File: src/rtl/ahb_arb_top.sv
// Round-robin AHB arbiter for up to four masters: registered grant, address/data-phase
// owner indices and lock flag, with burst-length and lock based grant holding.
module ahb_arb_top #(
    parameter int unsigned NUM_MST = 3,
    parameter int unsigned DEF_MST = 0
) (
    input  logic               hclk,
    input  logic               hrst_b,
    input  logic [NUM_MST-1:0] hbusreq,
    input  logic [NUM_MST-1:0] hlock,
    input  logic [1:0]         htrans,
    input  logic [2:0]         hburst,
    input  logic               hready,
    output logic [NUM_MST-1:0] hgrant,
    output logic [1:0]         hmaster,
    output logic [1:0]         hmaster_d,
    output logic               hmastlock
);
    typedef enum logic [1:0] {
        TR_IDLE   = 2'b00,
        TR_BUSY   = 2'b01,
        TR_NONSEQ = 2'b10,
        TR_SEQ    = 2'b11
    } htrans_e;

    localparam logic [NUM_MST-1:0] GNT_RST = NUM_MST'(1) << DEF_MST;
    localparam logic [1:0]         MST_RST = 2'(DEF_MST);

    logic [NUM_MST-1:0] grant_q, grant_d, win_oh;
    logic [1:0]         mst_q, mstd_q, gnt_idx;
    logic               lock_q, gnt_lock, own_lock, hold, found;
    logic [4:0]         cnt_q, cnt_d, len, rem;
    htrans_e            trans;

    assign trans = htrans_e'(htrans);

    always_comb begin
        case (hburst)
            3'b000, 3'b001: len = 5'd1;
            3'b010, 3'b011: len = 5'd4;
            3'b100, 3'b101: len = 5'd8;
            default:        len = 5'd16;
        endcase
    end

    always_comb begin
        rem   = '0;
        cnt_d = cnt_q;
        case (trans)
            TR_NONSEQ: begin
                rem   = len;
                cnt_d = len - 5'd1;
            end
            TR_SEQ: begin
                rem   = cnt_q;
                cnt_d = (cnt_q != '0) ? cnt_q - 5'd1 : cnt_q;
            end
            TR_BUSY: rem = cnt_q;
            default: cnt_d = '0;
        endcase
    end

    always_comb begin
        own_lock = 1'b0;
        gnt_idx  = '0;
        gnt_lock = 1'b0;
        for (int unsigned i = 0; i < NUM_MST; i++) begin
            if (mst_q == 2'(i)) own_lock = hlock[i];
            if (grant_q[i]) begin
                gnt_idx  = 2'(i);
                gnt_lock = hlock[i];
            end
        end
    end

    // Offset k=1 is the master after the current owner; the owner itself (k=NUM_MST) is last.
    always_comb begin
        win_oh = GNT_RST;
        found  = 1'b0;
        for (int unsigned k = 1; k <= NUM_MST; k++) begin
            for (int unsigned j = 0; j < NUM_MST; j++) begin
                if (!found && hbusreq[j] && (j == (32'(mst_q) + k) % NUM_MST)) begin
                    win_oh    = '0;
                    win_oh[j] = 1'b1;
                    found     = 1'b1;
                end
            end
        end
    end

    assign hold    = own_lock | (rem >= 5'd3);
    assign grant_d = hold ? grant_q : win_oh;

    always_ff @(posedge hclk or negedge hrst_b) begin
        if (!hrst_b) begin
            grant_q <= GNT_RST;
            mst_q   <= MST_RST;
            mstd_q  <= MST_RST;
            lock_q  <= 1'b0;
            cnt_q   <= '0;
        end else if (hready) begin
            grant_q <= grant_d;
            mst_q   <= gnt_idx;
            mstd_q  <= mst_q;
            lock_q  <= gnt_lock;
            cnt_q   <= cnt_d;
        end
    end

    assign hgrant    = grant_q;
    assign hmaster   = mst_q;
    assign hmaster_d = mstd_q;
    assign hmastlock = lock_q;
endmodule

File: config.mk
export PLATFORM = sky130hd
export DESIGN_NAME = ahb_arb_top
export DESIGN_NICKNAME = d
export VERILOG_FILES = /design/src/rtl/ahb_arb_top.sv
export SDC_FILE = /design/constraint.sdc
export NUM_CORES = 1
export LEC_CHECK = 0
export CORE_MARGIN = 2
export CORE_UTILIZATION = 48
export DETAILED_ROUTE_END_ITERATION = 10
export PLACE_DENSITY = 0.81
export SLEW_MARGIN = 30
export SYNTH_ARGS = -nofsm -noshare
export SYNTH_HDL_FRONTEND = slang
export SYNTH_SLANG_ARGS = --single-unit
File: constraint.sdc
create_clock -name hclk -period 2.25 [get_ports hclk]
set_clock_uncertainty 0.05 [all_clocks]
set_input_delay 0.675 -clock hclk [delete_from_list [all_inputs] [get_ports hclk]]
set_output_delay 0.675 -clock hclk [all_outputs]
set_load 0.02 [all_outputs]
==> results by group <==
Status
  – Outcome: complete, no violations

Critical path
  – Slowest stage delay, CP: roughly 0.60 ns
  – Worst endpoint required time: 1.52 ns
  – Slowest CP cell: clkdlybuf4s50_1
  – R2r setup slk: ~0.44 ns
  – Critical-path cell list: clkdlybuf4s50_1
  – CP Launch Point: hgrant[0]
  – Worst path buffer plus inverter count: 1
  – CP top delay family: buffers and inverters
  – Kind of critical path: reg2out
  – CP endpoint kind: output pin
  – Worst Path Max Fanout: 3
  – Reg2reg start: hmaster[1]
  – Startpoint class of the critical path: register
  – WP data arrival: ~1.4 ns

Layout
  – Layout Nets: between 100 and 150
  – Area grow syn2layout: 30.3%
  – Cell area after layout: roughly 0.0012 sq mm
  – Filler Cells Inserted: ~160
  – Post-layout util: 68.6%
  – Layout cells sized above 1: 17.7%
  – FF/Latch Area: between 300 and 400 sq um
  – ANT cells: 0
  – Multi-input gate area: 528 sq um

Logic synthesis
  – Compound-Gate Fraction of Synth Area: between 20% and 30%
  – Avg Cell Area, Syn: around 9.8 sq um
  – Largest family of logic cells by synthesized area: compound AO/OA/AOI/OAI gates
  – Most used flip-flop cell after synthesis: dfrtp_1
  – Synth warn: 0
  – Post-synthesis adder-cell area fraction: 8.09%
  – Synth top cells by count: dfrtp_1, nand2_1, inv_1
  – Post-synthesis mux area share: under 10%
  – XOR/XNOR share of the synthesized area: less than 1%
  – Distinct cells, synth: 34
  – Area fraction of the dominant cell type after synthesis: between 30% and 40%
  – Post-synth EDFFs: 0
  – Synthesized net count: approximately 120
  – Sequential area share after synthesis: around a third
  – Gate count of the mapped netlist: between 90 and 100
  – Count leader, synth: dfrtp_1
  – Seq cells post-synth: 13
  – Post-synthesis simple-gate area fraction: 15.0%
  – Largest cells by area after synthesis: dfrtp_1, ha_1, mux2i_1
  – Asr flop ratio synth: 100%
  – Largest area contributor in the netlist: dfrtp_1
  – Synth Cell Area: approximately 930 sq um

Floorplanning
  – Die width: 48.0 microns
  – Initial core utilization: between 50 and 60%
  – # rows: 15
  – Number of I/O pins: 22
  – Die H: 48.0 microns
  – Area of the die: 0.00230 sq mm
  – CORE AREA: around 0.0018 sq mm

Job
  – Maxcap violations: 0

Timing
  – Final Hold Viols: 0
  – Slew HR: approximately three fifths
  – Setup violators final: 0
  – RSZ-0062 raised after global routing: no
  – Worst setup margin: approximately 0.11 ns
  – Worst slew pin tran: about 0.60 ns
  – Min Tclk post-route: between 2 and 2.5 ns
  – Fin crit share: a little over nine tenths
  – Count of pins over their slew limit: 0
  – Maximum clock rate: 467 MHz

Detailed routing
  – Iteration-0 DRC Markers: 16
  – Vias per cell: 5.46
  – Post-route DRC: 0
  – TritonRoute pass-1 iters: 4
  – Final ANT Viol Nets: 0
  – Vias: approximately 810
  – Highest metal used: met4
  – Metal-1 WL: roughly 900 microns
  – WL met3: 114 microns
  – Routed WL: a little under 2 mm
  – Routed length on met2: roughly 910 microns
  – DR WL/cell: about 13 microns

Global routing
  – Gr ovfl total: 0
  – Vias in the first global route: 703
  – Largest net degree at the start of global routing: 14
  – Initial antenna violation count: 0
  – First-pass GRT wire length: between 3 and 4 mm
  – GRT Total Usage: between 10% and 20%

Power
  – Leak: 0.521 nW
  – Combinational share of power: 53.7%
  – Sw Ratio: 39.7%
  – Sequential Power Share: 34.7%
  – Int Pwr: approximately 0.72 mW
  – Switching power: 0.471 mW
  – Pwr Density: 981 mW/mm^2
  – Max VDD drop: between 0.6 and 0.7 mV
  – Clock power frac: 11.6%

Placed design
  – Area post-placement: 0.00118 sq mm
  – Dpl ws: -0.154 ns
  – GP Congestion: slightly above 0.8
  – DP Wirelength: about 1.6 mm
  – Port Buf Inserts: 20

Worst hold path
  – Worst Hold Launch: hmastlock
  – Worst hold path class: reg2reg

Clock network
  – Clk buf depth: 2
  – Root buffer cell: clkbuf_4
  – Cts repair resizes: 0
  – CTS Sinks: 13
  – H-tree depth: 1
  – Worst skew pair latency: ~0.27 ns
  – Clock-pin slew on the worst setup and hold paths: roughly 0.070 ns
  – Num CTS Buffers: 3
  – # hold bufs at CTS: 0
  – TritonCTS clock tree: built
  – Post CTS Setup Buffer Count: 0
==> power by group through the flow <==
stage          clock, mW  sequential (mW)  combinational [mW]
6_report           0.138            0.412               0.637
4_1_cts            0.146            0.413               0.641
5_1_grt            0.158            0.423               0.697
3_3_place_gp           0            0.408               0.615
2_1_floorplan          0            0.467               0.350
3_5_place_dp           0            0.417               0.638
==> layer usage <==
layer  track usage (%)  vias up
li1                  -      403
met1              23.6      385
met2              32.0       21
met3              6.42        4
met4              1.62        0
met5                 0        -
==> cells by family after synthesis <==
family / Yosys count
compound gates: 29
simple gates: 26
flops: 13
buf+inv: 12
mux: 8
fa+ha+maj: 6
xor+xnor: 1
==> cell usage in the layout (no fill, tap or decap), types with 6 or more instances in the layout <==
cell type / netlist / final
clkdlybuf4s50_1: 0 / 20
dfrtp_1: 12 / 12
nand2_1: 9 / 9
buf_4: 1 / 9
inv_1: 8 / 8
o21ai_0: 7 / 7
a21oi_1: 6 / 6
ha_1: 6 / 6
==> layout make-up <==
type | count | area share, %
clock buffers | 4 | 2.17
repair buffers | 29 | 22.1
inverters | 8 | 2.48
flip-flops and latches | 13 | 27.0
well taps | 25 | 2.59
multi-input cells | 70 | 43.6
==> registers in the layout (all words and copies together) (netlist names) <==
| register | flops |
|---|---|
| cnt_q | 5 |
| hgrant | 3 |
| hmaster | 2 |
| hmaster_d | 2 |
| hmastlock | 1 |
==> tightest hold or removal path, cell delays in order, from the launching register on <==
cell     delay [ns]
dfrtp_1        0.35
nand2_1        0.05
o21ai_0        0.06
==> final timing paths <==
kind | endpoint | depth (start not counted)
worst max-delay path | hgrant[0] | 1
worst min-delay path | hmastlock | 2
worst max register to register | hgrant[2] | 7
worst min register to register | hmastlock | 2
max in group asynchronous | hmastlock | 1
min in group asynchronous | cnt_q[2] | 1
==> metrics by stage <==
stage / setup TNS, ns / hold WS [ns] / total power [mW] / std cells
after floorplan: 0 / 0.329 / 0.817 / 95
after global placement: -0.265 / 0.415 / 1.02 / 145
after detailed placement: -0.444 / 0.447 / 1.05 / 145
after CTS: 0 / 0.466 / 1.20 / 149
after global routing: 0 / 0.486 / 1.28 / 149
final: 0 / 0.453 / 1.19 / 149
No activity file was read; power rests on OpenSTA's default activity.
